`src/rtl/adam_tgt_pause_ctrl_pkg.sv`:
```
`default_nettype none
// ============================================================================
// Module      : adam_tgt_pause_ctrl_pkg
// Description : Configuration defaults shared by the target pause controller.
// Revision    : 1.0 - initial release
// ============================================================================
package adam_tgt_pause_ctrl_pkg;

    localparam int          CFG_ADDR_WIDTH    = 32;
    localparam logic [31:0] CFG_RST_BOOT_ADDR = 32'h0000_1000;

    // Bits needed to hold 0..max_val inclusive.
    function automatic int cnt_width(input int max_val);
        return (max_val < 1) ? 1 : $clog2(max_val + 1);
    endfunction

endpackage
`default_nettype wire

```
`src/rtl/adam_tgt_otx_cnt.sv`:
```
`default_nettype none
// ============================================================================
// Module      : adam_tgt_otx_cnt
// Description : Up/down saturating count of in-flight core bus requests.
// Revision    : 1.0 - initial release
// ============================================================================
module adam_tgt_otx_cnt
    import adam_tgt_pause_ctrl_pkg::*;
#(
    parameter int MAX_OUTSTANDING = 4,
    parameter int CNT_W           = cnt_width(MAX_OUTSTANDING)
) (
    input  logic clk,
    input  logic rst,
    input  logic i_clr,
    input  logic i_inc,
    input  logic i_dec,
    output logic o_full,
    output logic o_empty
);

    localparam logic [CNT_W-1:0] c_MAX = CNT_W'(MAX_OUTSTANDING);

    logic [CNT_W-1:0] r_count;
    logic             w_inc;
    logic             w_dec;

    // A response with nothing in flight is dropped rather than underflowing.
    assign w_inc   = i_inc & ~o_full;
    assign w_dec   = i_dec & ~o_empty;
    assign o_full  = (r_count == c_MAX);
    assign o_empty = (r_count == '0);

    always_ff @(posedge clk) begin
        if (rst || i_clr) begin
            r_count <= '0;
        end else if (w_inc && !w_dec) begin
            r_count <= r_count + 1'b1;
        end else if (w_dec && !w_inc) begin
            r_count <= r_count - 1'b1;
        end
    end

endmodule
`default_nettype wire

```
`src/rtl/adam_tgt_pause_ctrl.sv`:
```
`default_nettype none
// ============================================================================
// Module      : adam_tgt_pause_ctrl
// Description : Turns syscfg target reset/pause/boot address into core reset,
//               fetch enable and boot vector; pause ack waits for bus drain.
// Revision    : 1.0 - initial release
// ============================================================================
module adam_tgt_pause_ctrl
    import adam_tgt_pause_ctrl_pkg::*;
#(
    parameter int                    ADDR_WIDTH      = CFG_ADDR_WIDTH,
    parameter logic [ADDR_WIDTH-1:0] RST_BOOT_ADDR   = ADDR_WIDTH'(CFG_RST_BOOT_ADDR),
    parameter int                    MAX_OUTSTANDING = 4,
    parameter int                    DRAIN_TIMEOUT   = 1024
) (
    input  logic                  clk,
    input  logic                  rst,
    input  logic                  tgt_rst,
    input  logic                  tgt_pause_req,
    output logic                  tgt_pause_ack,
    input  logic [ADDR_WIDTH-1:0] tgt_boot_addr,
    output logic                  core_rst,
    output logic                  core_fetch_en,
    output logic [ADDR_WIDTH-1:0] core_boot_addr,
    input  logic                  bus_req_valid,
    input  logic                  bus_req_ready_i,
    output logic                  bus_req_ready_o,
    input  logic                  bus_rsp_valid,
    output logic                  drain_timeout
);

    localparam logic [1:0] c_ST_PAUSED = 2'd0;
    localparam logic [1:0] c_ST_RUN    = 2'd1;
    localparam logic [1:0] c_ST_DRAIN  = 2'd2;

    localparam int                   c_TIMER_W    = (DRAIN_TIMEOUT > 1) ? $clog2(DRAIN_TIMEOUT) : 1;
    localparam logic                 c_TIMEOUT_EN = (DRAIN_TIMEOUT != 0);
    localparam logic [c_TIMER_W-1:0] c_TIMER_LAST =
        c_TIMER_W'((DRAIN_TIMEOUT > 0) ? DRAIN_TIMEOUT - 1 : 0);

    logic [1:0]            r_state;
    logic [1:0]            w_state_nxt;
    logic                  r_ack;
    logic                  r_fetch_en;
    logic                  r_core_rst;
    logic [ADDR_WIDTH-1:0] r_boot_addr;
    logic [c_TIMER_W-1:0]  r_timer;
    logic                  r_drain_timeout;

    logic                  w_ack_nxt;
    logic                  w_fetch_en_nxt;
    logic [c_TIMER_W-1:0]  w_timer_nxt;
    logic                  w_drain_timeout_nxt;
    logic                  w_cnt_clr;
    logic                  w_accept;
    logic                  w_otx_full;
    logic                  w_otx_empty;
    logic                  w_drained;
    logic                  w_timeout_hit;

    assign bus_req_ready_o = bus_req_ready_i & r_fetch_en & ~w_otx_full;
    assign w_accept        = bus_req_valid & bus_req_ready_o;
    assign w_drained       = w_otx_empty & ~w_accept;
    assign w_timeout_hit   = c_TIMEOUT_EN & (r_timer == c_TIMER_LAST);

    assign tgt_pause_ack   = r_ack;
    assign core_fetch_en   = r_fetch_en;
    assign core_rst        = r_core_rst;
    assign core_boot_addr  = r_boot_addr;
    assign drain_timeout   = r_drain_timeout;

    adam_tgt_otx_cnt #(
        .MAX_OUTSTANDING (MAX_OUTSTANDING)
    ) u_otx_cnt (
        .clk     (clk),
        .rst     (rst),
        .i_clr   (w_cnt_clr),
        .i_inc   (w_accept),
        .i_dec   (bus_rsp_valid),
        .o_full  (w_otx_full),
        .o_empty (w_otx_empty)
    );

    always_ff @(posedge clk) begin
        if (rst) begin
            r_state         <= c_ST_PAUSED;
            r_ack           <= 1'b1;
            r_fetch_en      <= 1'b0;
            r_core_rst      <= 1'b1;
            r_boot_addr     <= RST_BOOT_ADDR;
            r_timer         <= '0;
            r_drain_timeout <= 1'b0;
        end else begin
            r_state         <= w_state_nxt;
            r_ack           <= w_ack_nxt;
            r_fetch_en      <= w_fetch_en_nxt;
            r_core_rst      <= tgt_rst;
            r_timer         <= w_timer_nxt;
            r_drain_timeout <= w_drain_timeout_nxt;
            if (tgt_rst) begin
                r_boot_addr <= tgt_boot_addr;
            end
        end
    end

    always_comb begin
        w_state_nxt = r_state;
        if (tgt_rst) begin
            w_state_nxt = c_ST_PAUSED;
        end else begin
            case (r_state)
                c_ST_PAUSED: if (!tgt_pause_req) w_state_nxt = c_ST_RUN;
                c_ST_RUN:    if (tgt_pause_req)  w_state_nxt = c_ST_DRAIN;
                c_ST_DRAIN: begin
                    if (!tgt_pause_req) begin
                        w_state_nxt = c_ST_RUN;
                    end else if (w_drained || w_timeout_hit) begin
                        w_state_nxt = c_ST_PAUSED;
                    end
                end
                default:     w_state_nxt = c_ST_PAUSED;
            endcase
        end
    end

    always_comb begin
        w_ack_nxt           = r_ack;
        w_fetch_en_nxt      = r_fetch_en;
        w_timer_nxt         = r_timer;
        w_drain_timeout_nxt = r_drain_timeout;
        w_cnt_clr           = 1'b0;
        if (tgt_rst) begin
            w_ack_nxt           = tgt_pause_req;
            w_fetch_en_nxt      = 1'b0;
            w_drain_timeout_nxt = 1'b0;
            w_cnt_clr           = 1'b1;
        end else begin
            case (r_state)
                c_ST_PAUSED: begin
                    if (!tgt_pause_req) begin
                        w_ack_nxt      = 1'b0;
                        w_fetch_en_nxt = 1'b1;
                    end
                end
                c_ST_RUN: begin
                    if (tgt_pause_req) begin
                        w_fetch_en_nxt = 1'b0;
                        w_timer_nxt    = '0;
                    end
                end
                c_ST_DRAIN: begin
                    if (!tgt_pause_req) begin
                        w_fetch_en_nxt = 1'b1;
                    end else if (w_drained) begin
                        w_ack_nxt = 1'b1;
                    end else if (w_timeout_hit) begin
                        // Forced ack: in-flight requests are abandoned.
                        w_ack_nxt           = 1'b1;
                        w_drain_timeout_nxt = 1'b1;
                        w_cnt_clr           = 1'b1;
                    end else begin
                        w_timer_nxt = r_timer + 1'b1;
                    end
                end
                default: begin
                    w_fetch_en_nxt = 1'b0;
                end
            endcase
        end
    end

endmodule
`default_nettype wire

```
`config.mk`:
```
export PLATFORM = sky130hd
export DESIGN_NAME = adam_tgt_pause_ctrl
export DESIGN_NICKNAME = d
export VERILOG_FILES = /design/src/rtl/adam_tgt_pause_ctrl_pkg.sv /design/src/rtl/adam_tgt_otx_cnt.sv /design/src/rtl/adam_tgt_pause_ctrl.sv
export SDC_FILE = /design/constraint.sdc
export NUM_CORES = 1
export LEC_CHECK = 0
export ABC_AREA = 1
export BUFFER_PORTS_ARGS = -buffer_cell sky130_fd_sc_hd__buf_4
export CAP_MARGIN = 20
export CORE_MARGIN = 4
export CORE_UTILIZATION = 40
export CTS_CLUSTER_DIAMETER = 120
export DETAILED_ROUTE_END_ITERATION = 7
export PLACE_DENSITY = 0.66
export SYNTH_ARGS = -nofsm -noshare
export SYNTH_HDL_FRONTEND = slang
export SYNTH_SLANG_ARGS = --single-unit
```
`constraint.sdc`:
```
create_clock -name clk -period 4.15 [get_ports clk]
set_input_delay 0.83 -clock clk [delete_from_list [all_inputs] [get_ports clk]]
set_output_delay 0.83 -clock clk [all_outputs]
set_load 0.005 [all_outputs]
```
==> flow_summary.json, run 1 <==
{
  "wl_per_cell_um": 12.4,
  "finalMaxSlewViolations": 0,
  "synth_nets": 314,
  "synth-seq-cells": 51,
  "io_buffer_count": 75,
  "drv_cap": 0,
  "fin_tns_setup_ns": 0,
  "synth_fa_ha_area_frac": 0.0488,
  "grt_usage": 0.162,
  "cp.arrival_ns": 2.37,
  "status": "finished, final reports clean",
  "reg2reg_slack_ns": 1.99,
  "endpoint": "r_timer[2]",
  "pwr-share-clk": 0.351,
  "grt_pass1_wl_um": 8420,
  "initial_core_util": 0.421,
  "cts_tree": "yes",
  "ctsResizeCount": 0,
  "hold_viol": 0,
  "internal_power_mw": 0.793,
  "antenna_found_initial": 0,
  "dp_hpwl_um": 3770,
  "worst_pin_slew_ns": 0.515,
  "cts_sinks": 51,
  "required_ns": 4.36,
  "nets": 390,
  "grt_max_degree": 32,
  "syn_area_sq_um": 2210,
  "htreeDepth": 2,
  "syn_inst": 267,
  "cts_hold_buf": 0,
  "num_vias": 1936,
  "met1_usage": 0.213,
  "num_rows": 26,
  "grt_overflow": 0,
  "nFillCells": 495,
  "synth-seq-area-share": 0.463,
  "ys_types": 27,
  "power_switching_mw": 0.251,
  "first_pass_iters": 4,
  "cts_buffers": 5,
  "synth_top_family_by_area": "simple AND/OR/NAND/NOR gates",
  "vdd_ir_drop_max_mv": 0.202,
  "min_path_type": "reg2reg",
  "drive_above_1_share": 0.282,
  "drt-initial-drc-count": 55,
  "grt_pass1_vias": 1856,
  "postCtsSetupBuffers": 0,
  "coreArea_sq_um": 5240,
  "combPwrFrac": 0.139,
  "global_route.usage.met3": 0.0759,
  "synth.mux.area_fraction": 0,
  "yosys.area_share.simple": 0.239,
  "startpoint_type": "flip-flop",
  "dieArea_sq_um": 6770,
  "fmax_ghz": 0.462,
  "min_period_ns": 2.16,
  "drt_wl_total_um": 5150,
  "ff2ff_path_depth": 8,
  "gp_congestion": 0.805,
  "post-route-util": 0.565,
  "ys_warn_count": 0,
  "diodes": 0,
  "synth_compound_area_frac": 0.166,
  "post-route-period-util": 0.521,
  "critPathCaptureType": "flip-flop",
  "die_y_um": 82.3,
  "cts.path.max_buffers": 2,
  "synth_area_per_cell_sq_um": 8.26,
  "ant_nets": 0,
  "relSlewSlack": 0.657,
  "cts-root-buf": "clkbuf_8",
  "rsz0062_at_grt": "false",
  "top_usage_layer": "met2",
  "drc_errors": 0,
  "insertion_delay_ns": 0.30,
  "crit_path_start": "r_state[0]",
  "reg2reg_from": "r_state[0]",
  "area_growth_pct": 34.1,
  "fp.dieW_um": 82.3,
  "clkTransAtPathRegs_ns": 0.10,
  "power_frac_seq": 0.510,
  "p_per_area_nw_per_um2": 353,
  "io-pin-count": 76,
  "met2_usage": 0.228,
  "finClkSkew_ns": 0.0106,
  "viasPerCell": 4.68,
  "critPathKind": "reg2reg",
  "p_leak_nw": 1.43,
  "synth_xor_area_frac": 0.00794,
  "swShare": 0.240,
  "setup_viol": 0,
  "path_max_fanout": 12,
  "r2r-end": "r_timer[2]"
}
==> state kept, by name, indices dropped and copies added, names as in the netlist <==
signal and cells:
core_boot_addr 32, core_fetch_en 1, core_rst 1, drain_timeout 1
r_state 2, r_timer 10, tgt_pause_ack 1, u_otx_cnt.r_count 3
==> synthesized netlist by cell type <==
library cell,number,share of area
nand2_1,52,0.088
dfxtp_1,51,0.46
a22o_1,31,0.12
nor2_1,31,0.053
inv_1,30,0.051
a21oi_1,12,0.027
nand3_1,12,0.027
nand4_1,11,0.031
ha_1,7,0.040
clkbuf_1,5,0.0085
o21ai_0,4,0.0091
buf_2,2,0.0045
nand3_2,2,0.0091
nor2_2,2,0.0057
nor3_1,2,0.0045
o21bai_1,2,0.0068
buf_6,1,0.0051
clkinv_1,1,0.0017
clkinv_2,1,0.0023
fa_1,1,0.0091
inv_2,1,0.0017
nand2_2,1,0.0028
nand4_2,1,0.0057
nor3_2,1,0.0045
nor3_4,1,0.0074
xnor2_1,1,0.0040
xor2_1,1,0.0040
==> how the worst min path moves through the flow <==
stage                       start  depth (start not counted)       endpoint
global route        drain_timeout                          2  drain_timeout
CTS                 drain_timeout                          2  drain_timeout
floorplan           drain_timeout                          2  drain_timeout
global placement    drain_timeout                          2  drain_timeout
finish              drain_timeout                          2  drain_timeout
detailed placement  drain_timeout                          2  drain_timeout
==> critical path, cell delays in order, from the launching register on <==
cell and delay (ns):
dfxtp_1 0.41, inv_1 0.09, ha_1 0.39, inv_2 0.18, nor2_1 0.10, nor3_4 0.39, nand3_2 0.27, a21oi_1 0.19
nor2_1 0.05
==> area by class of cell <==
cell class              count  area [sq um]  share of cell area
multi-input cells         175          1020               0.346
flip-flops and latches     51          1020               0.345
repair buffers             77           578               0.195
inverters                  33           125              0.0423
well taps                  70          87.6              0.0296
clock buffers               6          82.6              0.0279
clock inverters             2          38.8              0.0131
==> power groups by stage <==
stage	clock network [mW]	registers, mW	logic, mW
after floorplan	0	0.542	0.0710
after global placement	0	0.542	0.146
after detailed placement	0	0.542	0.148
after CTS	0.377	0.532	0.148
after global routing	0.398	0.535	0.166
final	0.366	0.532	0.145
==> logic make-up after synthesis <==
family / count (synthesis)
AND/OR/NAND/NOR: 116
flip-flops: 51
AO/OA/AOI/OAI: 49
buffers and inverters: 41
adder cells (fa/ha/maj): 8
XOR/XNOR: 2
==> routing by layer <==
layer	wire (um)	part of all wire	up-vias
met4	55	0.011	0
li1	-	-	1041
met1	2420	0.47	824
met2	2100	0.41	67
met5	0	0	-
met3	576	0.11	4
==> placed cells by master (no fill, tap or decap) <==
cell / netlist / routed
a21oi_1: 12 / 12
a22o_1: 31 / 31
buf_4: 0 / 77
bufinv_16: 0 / 1
clkbuf_8: 0 / 6
clkinv_1: 1 / 1
clkinv_2: 1 / 1
dfxtp_1: 51 / 51
fa_1: 1 / 1
ha_1: 7 / 7
inv_1: 30 / 30
inv_2: 1 / 1
inv_6: 0 / 1
nand2_1: 52 / 52
nand2_2: 1 / 1
nand3_1: 12 / 12
nand3_2: 2 / 2
nand4_1: 11 / 11
nand4_2: 1 / 1
nor2_1: 31 / 29
nor2_2: 2 / 4
nor3_1: 2 / 2
nor3_2: 1 / 1
nor3_4: 1 / 1
o21ai_0: 4 / 4
o21bai_1: 2 / 2
xnor2_1: 1 / 1
xor2_1: 1 / 1
==> through the flow <==
stage | instances | hold slack [ns] | total power [mW] | cell area [sq um] | worst slack [ns]
after floorplan | 267 | 0.445 | 0.613 | 2210 | 1.98
after global placement | 406 | 0.441 | 0.688 | 2840 | 1.82
after global routing | 414 | 0.499 | 1.10 | 2960 | 1.69
after detailed placement | 406 | 0.447 | 0.690 | 2840 | 1.78
after CTS | 414 | 0.460 | 1.06 | 2960 | 1.95
final | 414 | 0.455 | 1.04 | 2960 | 1.99
Note: power is estimated with default switching activity, not from simulation.
==> run 2, diff against run 1 <==
--- a/config.mk
+++ b/config.mk
@@ -5,14 +5,14 @@
 export SDC_FILE = /design/constraint.sdc
 export NUM_CORES = 1
 export LEC_CHECK = 0
-export ABC_AREA = 1
+export ABC_AREA = 0
 export BUFFER_PORTS_ARGS = -buffer_cell sky130_fd_sc_hd__buf_4
 export CAP_MARGIN = 20
 export CORE_MARGIN = 4
 export CORE_UTILIZATION = 40
 export CTS_CLUSTER_DIAMETER = 120
 export DETAILED_ROUTE_END_ITERATION = 7
-export PLACE_DENSITY = 0.66
+export PLACE_DENSITY = 0.68
 export SYNTH_ARGS = -nofsm -noshare
 export SYNTH_HDL_FRONTEND = slang
 export SYNTH_SLANG_ARGS = --single-unit
==> constraint.sdc (replaced) <==
create_clock -name clk -period 1.96 [get_ports clk]
set_input_delay 0.392 -clock clk [delete_from_list [all_inputs] [get_ports clk]]
set_output_delay 0.392 -clock clk [all_outputs]
set_load 0.005 [all_outputs]
==> flow_summary.json, run 2 <==
{
  "grt_pass1_wl_um": 8830,
  "grt_max_degree": 30,
  "relSlewSlack": 0.673,
  "rsz0062_at_grt": "true",
  "combPwrFrac": 0.148,
  "drc_errors": 0,
  "ff2ff_path_depth": 9,
  "grt_usage": 0.149,
  "critPathKind": "reg2reg",
  "synth_xor_area_frac": 0.0114,
  "async_flop_share": 0,
  "vdd_ir_drop_max_mv": 0.429,
  "yosys.area.top_type": "dfxtp_1",
  "insertion_delay_ns": 0.30,
  "p_per_area_nw_per_um2": 656,
  "synth-seq-cells": 51,
  "worst-path-buf-inv": 1,
  "yosys.area_share.simple": 0.181,
  "critPathCaptureType": "flip-flop",
  "drt-initial-drc-count": 79,
  "r2r-end": "u_otx_cnt.r_count[2]",
  "yosys-top-cells-area": "dfxtp_1 44%, mux2i_1 16%, nor2_1 6.8%, ha_1 3.8%, nand2_1 2.8%",
  "finalMaxSlewViolations": 0,
  "slowest_stage": "or3_4",
  "power_switching_mw": 0.500,
  "slowest_delay_ns": 0.39,
  "synth.mux.area_fraction": 0.156,
  "viasPerCell": 4.92,
  "ys_types": 47,
  "path_max_fanout": 2,
  "min_path_type": "in2reg",
  "hold_viol": 0,
  "synth_top_area_frac": 0.442,
  "p_total_mw": 2.04,
  "setup_viol": 0,
  "dr_wl_met2_um": 2480,
  "synth_nets": 290,
  "first_pass_iters": 4,
  "synth-seq-area-share": 0.442,
  "io-pin-count": 76,
  "layout_commonest_cell": "buf_4",
  "ys_warn_count": 0,
  "htreeDepth": 2,
  "cp_top_family": "simple AND/OR/NAND/NOR gates",
  "largest_register_ffs": 32,
  "dp_hpwl_um": 3890,
  "mostFrequentLayoutCells": "86 x buf_4, 47 x dfxtp_1, 42 x nor2_1",
  "drt_wl_total_um": 5210,
  "worstPathCellList": "or3_4 > nand2_2 > ha_4 > inv_1 > fa_2 > xor2_1 > nor2_1 > xnor2_1 > nor2_1",
  "cts_sinks": 51,
  "yosysMostFrequentCell": "dfxtp_1",
  "num_rows": 27,
  "p_leak_nw": 1.42,
  "cts_buffers": 5,
  "finClkSkew_ns": 0.00777,
  "initial_core_util": 0.417,
  "nets": 372,
  "grt_overflow": 0,
  "power_frac_seq": 0.542,
  "yosys_most_used_dff": "dfxtp_1",
  "antenna_found_initial": 0,
  "gp_congestion": 0.752,
  "endpoint": "u_otx_cnt.r_count[2]",
  "pwr-share-clk": 0.309,
  "crit_path_start": "u_otx_cnt.r_count[2]",
  "cpMostUsedCell": "nor2_1",
  "num_vias": 1952,
  "io_buffer_count": 75,
  "drv_cap": 0,
  "wl_per_cell_um": 13.1,
  "fmax_ghz": 0.529,
  "internal_power_mw": 1.54,
  "synth_fa_ha_area_frac": 0.0465,
  "synth-edff-count": 0,
  "swShare": 0.245,
  "startpoint_type": "flip-flop",
  "post-route-period-util": 0.964,
  "diodes": 0,
  "reg2reg_from": "u_otx_cnt.r_count[2]",
  "cts-root-buf": "clkbuf_8",
  "dr_wl_met3_um": 355,
  "synth_top_family_by_area": "simple AND/OR/NAND/NOR gates",
  "drt-met1-wl_um": 2300,
  "fp.dieW_um": 84.0,
  "min_period_ns": 1.89,
  "status": "finished, final reports clean",
  "area_growth_pct": 34.6,
  "cts.path.max_buffers": 2,
  "grt_pass1_vias": 1921,
  "dr.max_layer_used": "met4",
  "synth_top_cells_by_count": "51 x dfxtp_1, 42 x nor2_1, 36 x mux2i_1",
  "postCtsSetupBuffers": 0,
  "cts_tree": "yes",
  "worst_pin_slew_ns": 0.490,
  "clkTransAtPathRegs_ns": 0.09,
  "die_y_um": 84.0,
  "drive_above_1_share": 0.345,
  "syn_inst": 243,
  "coreArea_sq_um": 5540,
  "syn_area_sq_um": 2310,
  "dieArea_sq_um": 7060,
  "required_ns": 2.14,
  "fin_hold_ws_ns": 0.307,
  "cp_num_cells": 9,
  "synth_compound_area_frac": 0.115,
  "ant_nets": 0,
  "cp.arrival_ns": 2.06,
  "synth_area_per_cell_sq_um": 9.52,
  "reg2reg_slack_ns": 0.07
}
[run 2: changes by cell type after synthesis, moves of 4 or more]
| cell | change |
|---|---|
| nand4_1 | -10 |
| a31oi_1 | +5 |
| nand2_1 | -35 |
| a21oi_1 | -8 |
| clkbuf_1 | -4 |
| nor2_1 | +11 |
| a22o_1 | -31 |
| inv_1 | -19 |
| nand3_1 | -7 |
| mux2i_1 | +36 |
[run 2: layout make-up]
class                   instances  area, sq um
fillers                       531         2430
multi-input cells             169         1210
flip-flops and latches         51         1030
repair buffers                 86          646
well taps                      72         90.1
clock buffers                   6         82.6
inverters                      12         45.0
clock inverters                 1         8.76
[run 2: worst min path at each step]
stage / slack, ns / depth (start not counted) / end / from
2_1_floorplan: 0.46 / 1 / r_timer[7] / r_timer[7]
3_3_place_gp: 0.45 / 1 / drain_timeout / drain_timeout
3_5_place_dp: 0.46 / 2 / core_boot_addr[12] / core_boot_addr[12]
4_1_cts: 0.30 / 3 / core_boot_addr[12] / tgt_boot_addr[12]
5_1_grt: 0.31 / 3 / core_boot_addr[9] / tgt_boot_addr[9]
6_report: 0.31 / 3 / core_boot_addr[12] / tgt_boot_addr[12]
[run 2: worst register-to-register path, cell delays in order (launching register included)]
cell and delay [ns]:
dfxtp_2 0.33, or3_4 0.39, nand2_2 0.09, ha_4 0.12, inv_1 0.04, fa_2 0.33, xor2_1 0.16, nor2_1 0.12
xnor2_1 0.13, nor2_1 0.05
[run 2: power groups by stage]
stage	Combinational (mW)	Sequential [mW]	Clock [mW]
floorplan	0.139	1.13	0
global route	0.333	1.11	0.685
CTS	0.304	1.11	0.653
detailed placement	0.303	1.13	0
global placement	0.297	1.13	0
finish	0.303	1.11	0.631
[run 2: logic make-up after synthesis]
| logic type | count (synthesis) |
|---|---|
| AO/OA/AOI/OAI | 34 |
| XOR/XNOR | 3 |
| adder cells (fa/ha/maj) | 8 |
| buffers and inverters | 23 |
| flip-flops | 51 |
| multiplexers | 36 |
| AND/OR/NAND/NOR | 88 |
[run 2: metal layers]
| metal | vias to the layer above | track usage |
|---|---|---|
| met3 | 6 | 0.0563 |
| met1 | 881 | 0.177 |
| met2 | 55 | 0.244 |
| met4 | 0 | 0.0541 |
| met5 | - | 0 |
| li1 | 1010 | - |
[run 2: repair_timing]
item                                    CTS  global route
endpoints found under the setup margin    1             5
resized for setup                         1            13
endpoints found under the hold margin     0             0
hold buffers                              0             0
pin swaps                                 0             2
[run 2: through the flow]
stage / instances / util / setup slack, ns / TNS, ns / cell area [sq um]
detailed placement: 390 / 0.538 / -0.0337 / -0.0337 / 2980
CTS: 397 / 0.555 / 0.0148 / 0 / 3070
finish: 397 / 0.562 / 0.0704 / 0 / 3110
global placement: 390 / 0.538 / -0.00299 / -0.00299 / 2980
floorplan: 243 / - / 0.0398 / 0 / 2310
global route: 397 / 0.562 / -0.0386 / -0.0386 / 3110
==> run 3, diff against run 2 <==
--- a/config.mk
+++ b/config.mk
@@ -5,14 +5,14 @@
 export SDC_FILE = /design/constraint.sdc
 export NUM_CORES = 1
 export LEC_CHECK = 0
-export ABC_AREA = 0
+export ABC_AREA = 1
 export BUFFER_PORTS_ARGS = -buffer_cell sky130_fd_sc_hd__buf_4
 export CAP_MARGIN = 20
 export CORE_MARGIN = 4
 export CORE_UTILIZATION = 40
 export CTS_CLUSTER_DIAMETER = 120
 export DETAILED_ROUTE_END_ITERATION = 7
-export PLACE_DENSITY = 0.68
+export PLACE_DENSITY = 0.69
 export SYNTH_ARGS = -nofsm -noshare
 export SYNTH_HDL_FRONTEND = slang
 export SYNTH_SLANG_ARGS = --single-unit
==> flow_summary.json, run 3 (synthesized netlist as in run 1, its figures left out) <==
{
  "grt_pass1_wl_um": 8070,
  "die_y_um": 82.3,
  "finClkSkew_ns": 0.00777,
  "startpoint_type": "flip-flop",
  "rsz0062_at_grt": "false",
  "fp.dieW_um": 82.3,
  "grt_usage": 0.154,
  "coreArea_sq_um": 5240,
  "grt_overflow": 0,
  "nets": 396,
  "grt_max_degree": 36,
  "layout_commonest_cell": "buf_4",
  "fmax_ghz": 0.561,
  "gp_congestion": 0.784,
  "relSlewSlack": 0.788,
  "p_leak_nw": 1.45,
  "antenna_found_initial": 0,
  "wl_per_cell_um": 11.9,
  "num_vias": 2028,
  "postCtsSetupBuffers": 0,
  "multi_input_area_sq_um": 1020,
  "viasPerCell": 4.83,
  "area_growth_pct": 35.8,
  "drt_wl_total_um": 5000,
  "first_pass_iters": 4,
  "finalMaxSlewViolations": 0,
  "setup_viol": 0,
  "worst_pin_slew_ns": 0.319,
  "io-pin-count": 76,
  "required_ns": 2.15,
  "cts-root-buf": "clkbuf_8",
  "cts.path.max_buffers": 2,
  "min_path_type": "in2reg",
  "initial_core_util": 0.421,
  "mostFrequentLayoutCells": "82 x buf_4, 52 x nand2_1, 48 x dfxtp_1",
  "drv_cap": 0,
  "p_total_mw": 2.08,
  "htreeDepth": 2,
  "largest_register_ffs": 32,
  "status": "finished, final reports clean",
  "fin_hold_ws_ns": 0.295,
  "drt-initial-drc-count": 66,
  "hold_viol": 0,
  "critPathKind": "reg2reg",
  "min_period_ns": 1.78,
  "path_max_fanout": 4,
  "cts_buffers": 5,
  "clkTransAtPathRegs_ns": 0.09,
  "cts_sinks": 51,
  "p_per_area_nw_per_um2": 693,
  "seqCellArea_sq_um": 1020,
  "drc_errors": 0,
  "cts_tree": "yes",
  "dp_hpwl_um": 3820,
  "drive_above_1_share": 0.303,
  "ctsResizeCount": 0,
  "insertion_delay_ns": 0.30,
  "vdd_ir_drop_max_mv": 0.493,
  "io_buffer_count": 75,
  "cp.arrival_ns": 1.97,
  "nFillCells": 491,
  "dieArea_sq_um": 6770,
  "ant_nets": 0,
  "cts_hold_buf": 0,
  "fin_tns_setup_ns": 0,
  "diodes": 0,
  "post-route-period-util": 0.909,
  "critPathCaptureType": "flip-flop",
  "grt_pass1_vias": 1861,
  "num_rows": 26
}
## run 3: changes by cell type in the layout (fill, tap and decap cells not counted), sizes merged, moves of 9 or more
cell and change:
mux2i -36, nand2 +36, a22o +31, inv +19, nand4 +10, nor2 -10, nand3 +9
## run 3: power breakdown
part | leakage [nW] | internal [mW] | total, mW | switching [mW]
clock network | 0.0474 | 0.289 | 0.632 | 0.344
logic | 0.980 | 0.178 | 0.319 | 0.141
registers | 0.420 | 1.09 | 1.13 | 0.0349
total | 1.45 | 1.56 | 2.08 | 0.520
## run 3: area by class of cell
cell class / count / area share
clock inverter: 2 / 0.00543
multi-input combinational: 175 / 0.342
sequential: 51 / 0.342
clock buffer: 6 / 0.0276
tap: 70 / 0.0292
inverter: 33 / 0.0418
timing repair buffer: 83 / 0.212
## run 3: per-stage QoR
stage          utilization  setup WS [ns]  instance area [sq um]  instances
2_1_floorplan            -          0.199                   2210        267
3_3_place_gp         0.553          0.133                   2890        412
3_5_place_dp         0.553         0.0755                   2890        412
4_1_cts              0.571         0.0820                   2990        420
5_1_grt              0.572         0.0244                   3000        420
6_report             0.572          0.179                   3000        420
## run 3: worst max-delay path: stages (launching register included)
cell     delay (ns)
dfxtp_1        0.37
nor3_2         0.21
inv_1          0.06
nand2_1        0.06
ha_1           0.13
inv_1          0.06
fa_1           0.38
o21ai_1        0.15
a21oi_1        0.07
xnor2_1        0.14
nor2_1         0.06
## run 3: final timing paths
path,start,to,slack (ns),cells after the start
setup / recovery,u_otx_cnt.r_count[2],u_otx_cnt.r_count[2],0.18,10
hold / removal,tgt_boot_addr[21],core_boot_addr[21],0.29,2
setup reg to reg,u_otx_cnt.r_count[2],u_otx_cnt.r_count[2],0.18,10
hold reg to reg,drain_timeout,drain_timeout,0.46,2
## run 3: metal layers
layer	vias to the layer above	GRT usage	share of wire
met4	0	0.0764	0.016
met5	-	0	0
li1	1059	-	-
met3	6	0.0781	0.12
met2	67	0.221	0.42
met1	896	0.189	0.45
